## src/rtl/xgmii_pkg.sv

```systemverilog
// Shared XGMII definitions for the transmit and receive engines.
// Holds the receive parser state encoding, the per-frame outcome encoding,
// the fixed control/header constants of the tunnel frame format, and the
// helpers that convert between the CRC register and on-wire byte order.
package xgmii_pkg;

   typedef enum logic [2:0] {
      ST_IDLE,
      ST_HDR,
      ST_PAY,
      ST_FCS,
      ST_DROP
   } rx_state_t;

   // Result of one frame, held for the single decision cycle after W9
   typedef enum logic [2:0] {
      OUT_NONE,
      OUT_FMT,
      OUT_CRC,
      OUT_FILT,
      OUT_GOOD
   } rx_outcome_t;

   localparam logic [71:0] XGMII_START_WORD = {8'h01, 64'hd5555555555555fb};
   localparam logic [71:0] XGMII_IDLE_WORD  = {8'hff, 64'h0707070707070707};
   localparam logic [7:0]  XGMII_TERM_CHAR  = 8'hfd;
   localparam logic [15:0] ETHERTYPE_IPV4   = 16'h0800;
   localparam logic [7:0]  IP_VER_IHL       = 8'h45;
   localparam logic [7:0]  IP_PROTO_UDP     = 8'h11;
   localparam int          FRAME_WORDS      = 10;
   localparam logic [31:0] MAGIC_CODE       = 32'h4d414743;

   // Inverts the CRC register and mirrors the bits inside every byte,
   // giving the FCS value in the order the bytes carry it on the wire.
   function automatic logic [31:0] fcs_reverse(input logic [31:0] crc);
      logic [31:0] r;
      for (int b = 0; b < 4; b++) begin
         for (int i = 0; i < 8; i++) begin
            r[8*b+i] = ~crc[8*b+7-i];
         end
      end
      return r;
   endfunction

   // Puts lane 0 in the top byte so MSB-first header fields read naturally
   function automatic logic [63:0] byte_swap64(input logic [63:0] d);
      logic [63:0] r;
      for (int k = 0; k < 8; k++) begin
         r[8*k +: 8] = d[8*(7-k) +: 8];
      end
      return r;
   endfunction

endpackage

```

## src/rtl/xgmii_rx_engine_if.sv

```systemverilog
// FIFO write-side bundle between the receive engine and the PCIe FIFO.
//   din   : 72-bit word {byte_valid[7:0], data[63:0]}
//   wr_en : write strobe
//   full  : programmable full, fewer than three free entries remain
// The engine uses the master modport, the FIFO the slave modport.
interface xgmii_rx_engine_if;
   logic [71:0] din;
   logic        wr_en;
   logic        full;

   modport master (output din, output wr_en, input full);
   modport slave  (input din, input wr_en, output full);
endinterface

```

## src/rtl/crc32_d64.sv

```systemverilog
// Ethernet CRC-32 over 64 data bits per clock, MSB of data_in first.
//   clk, rst_n : clock and asynchronous active-low reset
//   clear      : preset the register to all ones (start of frame)
//   enable     : fold data_in into the register this cycle
//   data_in    : 64 data bits, bit 63 processed first
//   crc_out    : current register value
module crc32_d64 (
   input  logic        clk,
   input  logic        rst_n,
   input  logic        clear,
   input  logic        enable,
   input  logic [63:0] data_in,
   output logic [31:0] crc_out
);

   localparam logic [31:0] POLY = 32'h04c11db7;

   logic [31:0] crc_q;
   logic [31:0] crc_d;

   // Bit-serial definition unrolled by the loop into one parallel update
   function automatic logic [31:0] crc_next(input logic [31:0] c_in, input logic [63:0] d);
      logic [31:0] c;
      c = c_in;
      for (int i = 63; i >= 0; i--) begin
         c = {c[30:0], 1'b0} ^ ((c[31] ^ d[i]) ? POLY : 32'h0);
      end
      return c;
   endfunction

   always_comb begin
      crc_d = crc_q;
      if (clear) begin
         crc_d = '1;
      end else if (enable) begin
         crc_d = crc_next(crc_q, data_in);
      end
   end

   always_ff @(posedge clk or negedge rst_n) begin
      if (!rst_n) begin
         crc_q <= '1;
      end else begin
         crc_q <= crc_d;
      end
   end

   assign crc_out = crc_q;

endmodule

```

## src/rtl/xgmii_rx_engine.sv

```systemverilog
// Receive engine for fixed 10-word IPv4/UDP tunnel frames on XGMII.
// Parses W0..W9, filters on MAC/IP/port/magic, checks the FCS, and for a
// good frame writes W7, W8 and an all-zero delimiter into the PCIe FIFO.
//   xgmii_clk, sys_rst_n     : clock, asynchronous active-low reset
//   xgmii_rxd                : {rxc[7:0], rxd[63:0]}, lane 0 first on the wire
//   fifo                     : FIFO write port (din, wr_en, full)
//   if_v4addr, if_macaddr    : local addresses to accept
//   rx_*_cnt                 : per-outcome frame counters, wrapping
module xgmii_rx_engine
   import xgmii_pkg::*;
#(
   parameter logic [15:0] UDP_PORT = 16'h0d5e,
   parameter logic [31:0] MAGIC    = MAGIC_CODE
) (
   input  logic              xgmii_clk,
   input  logic              sys_rst_n,
   input  logic [71:0]       xgmii_rxd,
   xgmii_rx_engine_if.master fifo,
   input  logic [31:0]       if_v4addr,
   input  logic [47:0]       if_macaddr,
   output logic [31:0]       rx_good_cnt,
   output logic [31:0]       rx_crc_err_cnt,
   output logic [31:0]       rx_fmt_err_cnt,
   output logic [31:0]       rx_drop_cnt
);

   localparam logic [3:0] LAST_HDR = 4'd6;
   localparam logic [3:0] LAST_PAY = 4'(FRAME_WORDS - 2);

   rx_state_t   state_q, state_d;
   rx_outcome_t pend_q, pend_d;
   logic [3:0]  idx_q, idx_d;
   logic        drop_q, drop_d;
   logic [63:0] hold0_q, hold0_d, hold1_q, hold1_d;
   logic [1:0]  commit_q, commit_d;
   logic [31:0] good_q, good_d, crcerr_q, crcerr_d, fmt_q, fmt_d, dropc_q, dropc_d;

   logic [7:0]  rxc;
   logic [63:0] rxd, rxd_sw, crc_din;
   logic        is_start, has_term, w9_ok, crc_ok, field_bad, crc_en, accept;
   logic [31:0] crc_out, fcs_calc;
   logic [71:0] din_c;
   logic        wr_en_c;

   assign rxc      = xgmii_rxd[71:64];
   assign rxd      = xgmii_rxd[63:0];
   assign rxd_sw   = byte_swap64(rxd);
   assign is_start = (xgmii_rxd == XGMII_START_WORD);
   assign w9_ok    = (rxc == 8'hf0) && (rxd[39:32] == XGMII_TERM_CHAR);
   assign crc_din  = {<<{rxd}};
   assign fcs_calc = fcs_reverse(crc_out);
   assign crc_ok   = (rxd[31:0] == {fcs_calc[7:0], fcs_calc[15:8], fcs_calc[23:16], fcs_calc[31:24]});

   crc32_d64 u_crc (
      .clk     (xgmii_clk),
      .rst_n   (sys_rst_n),
      .clear   (is_start),
      .enable  (crc_en),
      .data_in (crc_din),
      .crc_out (crc_out)
   );

   // A terminate character in any control lane ends a frame early
   always_comb begin
      has_term = 1'b0;
      for (int k = 0; k < 8; k++) begin
         if (rxc[k] && (rxd[8*k +: 8] == XGMII_TERM_CHAR)) begin
            has_term = 1'b1;
         end
      end
   end

   // Header field compare for the word currently expected in HDR
   always_comb begin
      field_bad = 1'b0;
      case (idx_q)
         4'd1:    field_bad = (rxd_sw[63:16] != if_macaddr);
         4'd2:    field_bad = (rxd_sw[31:16] != ETHERTYPE_IPV4) || (rxd_sw[15:8] != IP_VER_IHL);
         4'd3:    field_bad = (rxd_sw[7:0] != IP_PROTO_UDP);
         4'd4:    field_bad = (rxd_sw[15:0] != if_v4addr[31:16]);
         4'd5:    field_bad = (rxd_sw[63:48] != if_v4addr[15:0]) || (rxd_sw[31:16] != UDP_PORT);
         4'd6:    field_bad = (rxd_sw[47:16] != MAGIC);
         default: field_bad = 1'b0;
      endcase
   end

   // Frame parser. A filter miss only marks the frame; control characters
   // inside the body abort it. When the offending word already carries the
   // terminate there is nothing left to skip, so it returns straight to IDLE.
   always_comb begin
      state_d = state_q;
      idx_d   = idx_q;
      drop_d  = drop_q;
      pend_d  = OUT_NONE;
      hold0_d = hold0_q;
      hold1_d = hold1_q;
      crc_en  = 1'b0;
      case (state_q)
         ST_IDLE: begin
            if (is_start) begin
               state_d = ST_HDR;
               idx_d   = 4'd1;
               drop_d  = 1'b0;
            end
         end
         ST_HDR, ST_PAY, ST_FCS: begin
            if (is_start) begin
               pend_d  = OUT_FMT;
               state_d = ST_HDR;
               idx_d   = 4'd1;
               drop_d  = 1'b0;
            end else if (state_q != ST_FCS) begin
               if (rxc != 8'h00) begin
                  pend_d  = OUT_FMT;
                  state_d = has_term ? ST_IDLE : ST_DROP;
               end else begin
                  crc_en = 1'b1;
                  idx_d  = idx_q + 4'd1;
                  if (state_q == ST_HDR) begin
                     drop_d = drop_q | field_bad;
                     if (idx_q == LAST_HDR) state_d = ST_PAY;
                  end else begin
                     if (idx_q == LAST_PAY) begin
                        hold1_d = rxd;
                        state_d = ST_FCS;
                     end else begin
                        hold0_d = rxd;
                     end
                  end
               end
            end else begin
               state_d = ST_IDLE;
               if (!w9_ok) begin
                  pend_d = OUT_FMT;
                  if (!has_term) state_d = ST_DROP;
               end else if (!crc_ok) begin
                  pend_d = OUT_CRC;
               end else if (drop_q) begin
                  pend_d = OUT_FILT;
               end else begin
                  pend_d = OUT_GOOD;
               end
            end
         end
         ST_DROP: begin
            if (has_term) state_d = ST_IDLE;
         end
         default: state_d = ST_IDLE;
      endcase
   end

   // Decision cycle and commit sequencer. The first write depends on full
   // in the decision cycle; once started, the remaining two always follow.
   always_comb begin
      accept   = (pend_q == OUT_GOOD) && !fifo.full;
      commit_d = 2'd0;
      wr_en_c  = 1'b0;
      din_c    = '0;
      good_d   = good_q;
      crcerr_d = crcerr_q;
      fmt_d    = fmt_q;
      dropc_d  = dropc_q;
      if (commit_q == 2'd1) begin
         wr_en_c  = 1'b1;
         din_c    = {8'hff, hold1_q};
         commit_d = 2'd2;
      end else if (commit_q == 2'd2) begin
         wr_en_c  = 1'b1;
         din_c    = {8'h00, 64'h0};
      end else if (accept) begin
         wr_en_c  = 1'b1;
         din_c    = {8'hff, hold0_q};
         commit_d = 2'd1;
      end
      case (pend_q)
         OUT_FMT:  fmt_d    = fmt_q + 32'd1;
         OUT_CRC:  crcerr_d = crcerr_q + 32'd1;
         OUT_FILT: dropc_d  = dropc_q + 32'd1;
         OUT_GOOD: begin
            if (accept) good_d  = good_q + 32'd1;
            else        dropc_d = dropc_q + 32'd1;
         end
         default: ;
      endcase
   end

   always_ff @(posedge xgmii_clk or negedge sys_rst_n) begin
      if (!sys_rst_n) begin
         state_q  <= ST_IDLE;
         pend_q   <= OUT_NONE;
         idx_q    <= 4'd0;
         drop_q   <= 1'b0;
         hold0_q  <= '0;
         hold1_q  <= '0;
         commit_q <= 2'd0;
         good_q   <= '0;
         crcerr_q <= '0;
         fmt_q    <= '0;
         dropc_q  <= '0;
      end else begin
         state_q  <= state_d;
         pend_q   <= pend_d;
         idx_q    <= idx_d;
         drop_q   <= drop_d;
         hold0_q  <= hold0_d;
         hold1_q  <= hold1_d;
         commit_q <= commit_d;
         good_q   <= good_d;
         crcerr_q <= crcerr_d;
         fmt_q    <= fmt_d;
         dropc_q  <= dropc_d;
      end
   end

   assign fifo.din       = din_c;
   assign fifo.wr_en     = wr_en_c;
   assign rx_good_cnt    = good_q;
   assign rx_crc_err_cnt = crcerr_q;
   assign rx_fmt_err_cnt = fmt_q;
   assign rx_drop_cnt    = dropc_q;

endmodule

```

## src/flat_wrapper.sv

```systemverilog
// flat-port wrapper written by rule: the top's interface ports become plain ports
module xgmii_rx_engine_flat import xgmii_pkg::*;
#(
   parameter logic [15:0] UDP_PORT = 16'h0d5e,
   parameter logic [31:0] MAGIC    = MAGIC_CODE
)
  (xgmii_clk, sys_rst_n, xgmii_rxd, if_v4addr, if_macaddr, rx_good_cnt, rx_crc_err_cnt, rx_fmt_err_cnt, rx_drop_cnt, fifo_din, fifo_wr_en, fifo_full);
  xgmii_rx_engine_if fifo_i ();
  input  logic xgmii_clk;
  input  logic sys_rst_n;
  input  logic [71:0] xgmii_rxd;
  input  logic [31:0] if_v4addr;
  input  logic [47:0] if_macaddr;
  output logic [31:0] rx_good_cnt;
  output logic [31:0] rx_crc_err_cnt;
  output logic [31:0] rx_fmt_err_cnt;
  output logic [31:0] rx_drop_cnt;
  output wire logic [$bits(fifo_i.din)-1:0] fifo_din;
  output wire logic [$bits(fifo_i.wr_en)-1:0] fifo_wr_en;
  input wire logic [$bits(fifo_i.full)-1:0] fifo_full;
  assign fifo_din = fifo_i.din;
  assign fifo_wr_en = fifo_i.wr_en;
  assign fifo_i.full = fifo_full;
  xgmii_rx_engine #(.UDP_PORT(UDP_PORT), .MAGIC(MAGIC)) u_core (.xgmii_clk(xgmii_clk), .sys_rst_n(sys_rst_n), .xgmii_rxd(xgmii_rxd), .fifo(fifo_i), .if_v4addr(if_v4addr), .if_macaddr(if_macaddr), .rx_good_cnt(rx_good_cnt), .rx_crc_err_cnt(rx_crc_err_cnt), .rx_fmt_err_cnt(rx_fmt_err_cnt), .rx_drop_cnt(rx_drop_cnt));
endmodule
```

## config.mk

```make
export PLATFORM = sky130hd
export DESIGN_NAME = xgmii_rx_engine_flat
export DESIGN_NICKNAME = d
export VERILOG_FILES = /design/src/rtl/xgmii_pkg.sv /design/src/rtl/xgmii_rx_engine_if.sv /design/src/rtl/crc32_d64.sv /design/src/rtl/xgmii_rx_engine.sv /design/src/flat_wrapper.sv
export SDC_FILE = /design/constraint.sdc
export NUM_CORES = 1
export LEC_CHECK = 0
export ABC_AREA = 1
export CAP_MARGIN = 30
export CORE_ASPECT_RATIO = 2
export CORE_UTILIZATION = 58
export CTS_BUF_LIST = sky130_fd_sc_hd__clkbuf_2 sky130_fd_sc_hd__clkbuf_4 sky130_fd_sc_hd__clkbuf_8
export DETAILED_ROUTE_END_ITERATION = 8
export HOLD_SLACK_MARGIN = 0.03
export PLACE_DENSITY = 0.84
export SLEW_MARGIN = 20
export SYNTH_ARGS = -nofsm -noshare
export SYNTH_HDL_FRONTEND = slang
export SYNTH_SLANG_ARGS = --single-unit
```

## constraint.sdc

```tcl
create_clock -name xgmii_clk -period 6.2 [get_ports xgmii_clk]
set_clock_uncertainty 0.05 [all_clocks]
set_input_delay 1.24 -clock xgmii_clk [delete_from_list [all_inputs] [get_ports xgmii_clk]]
set_output_delay 1.24 -clock xgmii_clk [all_outputs]
set_load 0.02 [all_outputs]
```

==> metrics.txt, run 1 <==
post-synthesis sequential area ratio 29.2%; clk buf depth 3; postcts setup bufs 0; top_reg_cell synth dfrtp_1; number of synthesized flops with an enable pin 0; clock sinks between 300 and 400; syn avg cell area 6.72 um^2; Synthesized Nets 4021; first-pass GRT wire length between 200000 and 250000 um; die width 151 um; Yosys cell types 59; pre-CTS WS -0.914 ns; Die Ht approximately 300 um; global-route usage over all layers 65.2%; post-synthesis cell count roughly 3.9k; synth warn 0; number of global-route vias before repair 33.5k; # hold bufs at CTS 0; GR Overflow Total between 150 and 200; IO Count 356; Halt Stage global routing (5_1_grt); Core Rows roughly 110; register bit total from synthesis 301; CTS Root Cell clkbuf_8; run status did not finish; CTS Buf Count 43; final RePlAce weighted congestion between 1 and 1.5; placed cell count just over 5k; largest net degree at the start of global routing between 100 and 150; H-tree depth 2; Starting Density between 50% and 60%; port buffer count roughly 360; first error [ERROR GRT-0116] Global routing finished with congestion. Check the congestion regions in the DRC Viewer.; Netlist Area Pre-Place around 0.026 mm^2; Synth async-reset ratio 100%; placed wire-length estimate 99500 um
==> cells by family after synthesis <==
| logic type | share of synthesized area [%] |
|---|---|
| XOR/XNOR | 12.2 |
| flip-flops | 29.2 |
| multiplexers | 0.0434 |
| adder cells (fa/ha/maj) | 0.434 |
| AO/OA/AOI/OAI | 6.81 |
| buffers and inverters | 7.68 |
| AND/OR/NAND/NOR | 43.6 |
==> stage by stage <==
stage               area [um^2]  setup TNS, ns
global placement          33800         -23.46
CTS                       34800              0
floorplan                 25900              0
detailed placement        33800         -25.10
==> Yosys cell counts, drive strengths merged (10+ instances only) <==
cell | instances | area (um^2)
buf | 25 | 198
or2 | 17 | 106
dfstp | 32 | 841
o2111ai | 10 | 87.6
clkbuf | 54 | 204
nand4 | 58 | 363
inv | 419 | 1590
nand3 | 441 | 2400
xor2 | 225 | 1990
o22ai | 10 | 62.6
nand2 | 1679 | 7280
xnor2 | 134 | 1170
o21ai | 143 | 716
nor2 | 110 | 499
dfrtp | 269 | 6730
nor3 | 43 | 215
nor4 | 42 | 263
nand3b | 12 | 106
a22o | 65 | 569
a21oi | 19 | 95.1
==> what timing repair did <==
action	4_1_cts
gates resized for setup	22
endpoints found under the setup margin	31
pin swaps	3
endpoints found under the hold margin	0
==> per-layer routing <==
| layer | overflow | global-route usage, % |
|---|---|---|
| met1 | 4 | 62.0 |
| met2 | 92 | 91.0 |
| met3 | 1 | 37.5 |
| met4 | 60 | 73.0 |
| met5 | 0 | 3.56 |
==> inputs of run 2 (changes only) <==
--- a/config.mk
+++ b/config.mk
@@ -7,12 +7,9 @@
 export LEC_CHECK = 0
 export ABC_AREA = 1
 export CAP_MARGIN = 30
-export CORE_ASPECT_RATIO = 2
-export CORE_UTILIZATION = 58
-export CTS_BUF_LIST = sky130_fd_sc_hd__clkbuf_2 sky130_fd_sc_hd__clkbuf_4 sky130_fd_sc_hd__clkbuf_8
+export CORE_UTILIZATION = 40
 export DETAILED_ROUTE_END_ITERATION = 8
-export HOLD_SLACK_MARGIN = 0.03
-export PLACE_DENSITY = 0.84
+export PLACE_DENSITY_LB_ADDON = 0.15
 export SLEW_MARGIN = 20
 export SYNTH_ARGS = -nofsm -noshare
 export SYNTH_HDL_FRONTEND = slang
==> run 2 against run 1 <==
The flow now finishes, with violations (negative setup slack). Area after synthesis unchanged. Synthesized cell count unchanged.
==> metrics.txt, run 2 <==
Synth top cells by count 1426 x nand2_1, 403 x nand3_1, 348 x inv_1, 269 x dfrtp_1, 222 x xor2_1; clk buf depth 3 (unchanged); die width 257 um (+69%); fin crit period 6.24 ns; Worst path slowest cell clkdlybuf4s50_1; vias post-DR slightly below 30k; P&R area growth vs syn 47.4%; final worst setup slack -0.0408 ns; run status complete, but fails checks; Synth async-reset ratio 100% (unchanged); number of synthesized flops with an enable pin 0 (unchanged); port buffer count 355 (unchanged); Max Freq roughly 0.16 GHz; drt initial violations approximately 2.7k; Routed Wire Length 117000 um; largest net degree at the start of global routing about 130; number of global-route vias before repair approximately 27k; crit start category primary input; WHS Path Cells 2; actual slew at the worst max-slew pin between 0.9 and 1 ns; Reg2Reg Launch Point u_core.u_crc.crc_out[23]; IO Count 356 (unchanged); failing checks negative setup slack; most frequent cells in the layout 1229 x nand2_1, 559 x buf_4, 342 x clkdlybuf4s50_1, 340 x inv_1, 327 x nand3_1; Worst Setup End Kind flip-flop; final RePlAce weighted congestion 1.02 (-17%); R2R Setup Slk ~0.46 ns; Final setup viols 5; clock sinks 301 (unchanged); Critical Path AT roughly 6.7 ns; most frequent cell after synthesis nand2_1; post-synthesis cell count 3857 (unchanged); DIE AREA 0.0658 mm^2; RSZ-0062 raised after global routing true; Synthesized Nets 4021 (unchanged); post-DR wirelength/cell between 20 and 25 um; global-route usage over all layers between 30% and 40%; Final Hold Vio Count 0; drt via density ~5.3; Synth area leader dfrtp_1; Required @ worst endpoint about 6.7 ns; register bit total from synthesis 301 (unchanged); initial antenna violation count 4; DRT Pass-1 Iters 9; Core Rows 92 (-16%); Max Slew Vio Count 0; placed wire-length estimate 94800 um (-4.7%); commonest non-fill, non-tap cell in the layout nand2_1; CTS tree built; synth warn 0 (unchanged); area share of the largest cell type after synthesis 26.0% (unchanged); Regs by FF count u_core.hold0_q x64, u_core.hold1_q x64; setup TNS -0.121 ns; slowest stage delay, CP 0.47 ns; syn avg cell area 6.72 um^2 (unchanged); Die Ht 257 um (-15%); CTS Root Cell clkbuf_16; max_cap viols 0; r2r endpoint u_core.u_crc.crc_out[30]; post-synthesis sequential area ratio 29.2% (unchanged); Netlist Area Pre-Place 0.0259 mm^2 (unchanged); Post-route DRC 0; Yosys cell types 59 (unchanged); Final nets between 4k and 5k; GR Overflow Total 0; Post-DRT Antenna Nets 0; final worst path period share 101%; kind of critical path primary input to flip-flop; max_slew headroom 33.9%; worst-case reg-to-reg path depth 42; Hold WC Path Type flip-flop to flip-flop; CTS Buf Count 36 (-16%); H-tree depth 2 (unchanged); Starting Density 40.8% (-18 points); Crit Path Max Fanout 7; HP Start u_core.hold1_q[41]; dominant cells by area after synthesis dfrtp_1 26%, nand2_1 21%, nand3_1 7.8%; # hold bufs at CTS 0 (unchanged); clk slew on worst S/H paths approximately 0.060 ns; layout cells sized above 1 between 20% and 30%; top_reg_cell synth dfrtp_1; Worst Hold End u_core.hold1_q[41]; Clk Latency, worst-skew pair 0.57 ns; core box area roughly 0.064 mm^2; first-pass GRT wire length between 150000 and 200000 um; cell mode on critical path nand2_1
-- run 2: cell counts after synthesis --
No cell type changed its count.
-- run 2: critical path, delay by kind of cell --
| family | cells | cell delay, ns |
|---|---|---|
| AOI/OAI and AO/OA | 1 | 0.07 |
| xor gates and xnor gates | 2 | 0.46 |
| buffers and inverters | 10 | 1.60 |
| and+or+nand+nor | 32 | 3.31 |
-- run 2: through the flow --
step | cell area (um^2) | setup WS (ns) | hold WS, ns | std cells | util (%)
floorplan | 25900 | 0.835 | 0.403 | 3857 | -
global placement | 34300 | -0.963 | 0.415 | 5503 | 54.0
detailed placement | 34300 | -0.953 | 0.423 | 5503 | 54.0
CTS | 36500 | 0.000310 | 0.437 | 5592 | 57.5
global route | 38200 | -0.358 | 0.452 | 5639 | 60.1
finish | 38200 | -0.0408 | 0.433 | 5640 | 60.1
-- run 2: area by class of cell --
class                   instances  area, um^2
repair buffers                947        8290
flip-flops and latches        301        7570
clock buffers                  53        1080
well taps                     846        1060
clock inverters                12         180
diodes                          2        5.00
inverters                     420        1610
fillers                      6098       25300
multi-input cells            3059       18400
-- run 2: worst max path at each step --
stage / endpoint / slack [ns] / startpoint / cells past startpoint
finish: u_core.u_crc.crc_out[30] / -0.04 / xgmii_rxd[3] / 45
global route: u_core.u_crc.crc_out[9] / -0.36 / xgmii_rxd[3] / 50
CTS: u_core.u_crc.crc_out[11] / 0.0003 / xgmii_rxd[3] / 53
detailed placement: u_core.u_crc.crc_out[15] / -0.95 / xgmii_rxd[2] / 47
global placement: u_core.u_crc.crc_out[15] / -0.96 / xgmii_rxd[2] / 47
floorplan: u_core.u_crc.crc_out[8] / 0.83 / xgmii_rxd[2] / 49
-- run 2: cell families (layout without fill, tap and decap cells) --
| group | count (synthesis) | count (layout) | share of synthesized area, % |
|---|---|---|---|
| XOR/XNOR | 359 | 359 | 12.2 |
| flip-flops | 301 | 301 | 29.2 |
| other | 0 | 2 | 0 |
| buffers and inverters | 499 | 1432 | 7.68 |
| adder cells (fa/ha/maj) | 9 | 9 | 0.434 |
| multiplexers | 1 | 1 | 0.0434 |
| AND/OR/NAND/NOR | 2411 | 2413 | 43.6 |
| AO/OA/AOI/OAI | 277 | 277 | 6.81 |
-- run 2: layer usage --
metal	wire length, um	global-route usage [%]
met1	50900	47.8
met2	52200	54.1
met3	9790	5.14
met4	4230	10.6
met5	18	0
-- run 2: what timing repair did --
item	in CTS	in global routing
buffers inserted	23	45
gates cloned	1	1
pin swaps	72	100
gates resized for setup	196	302
setup endpoints to repair	32	32
Power of run 2 is left out: the tool's default activity adds up to more than one toggle a clock period on the data nets, which glitch-free logic cannot reach.
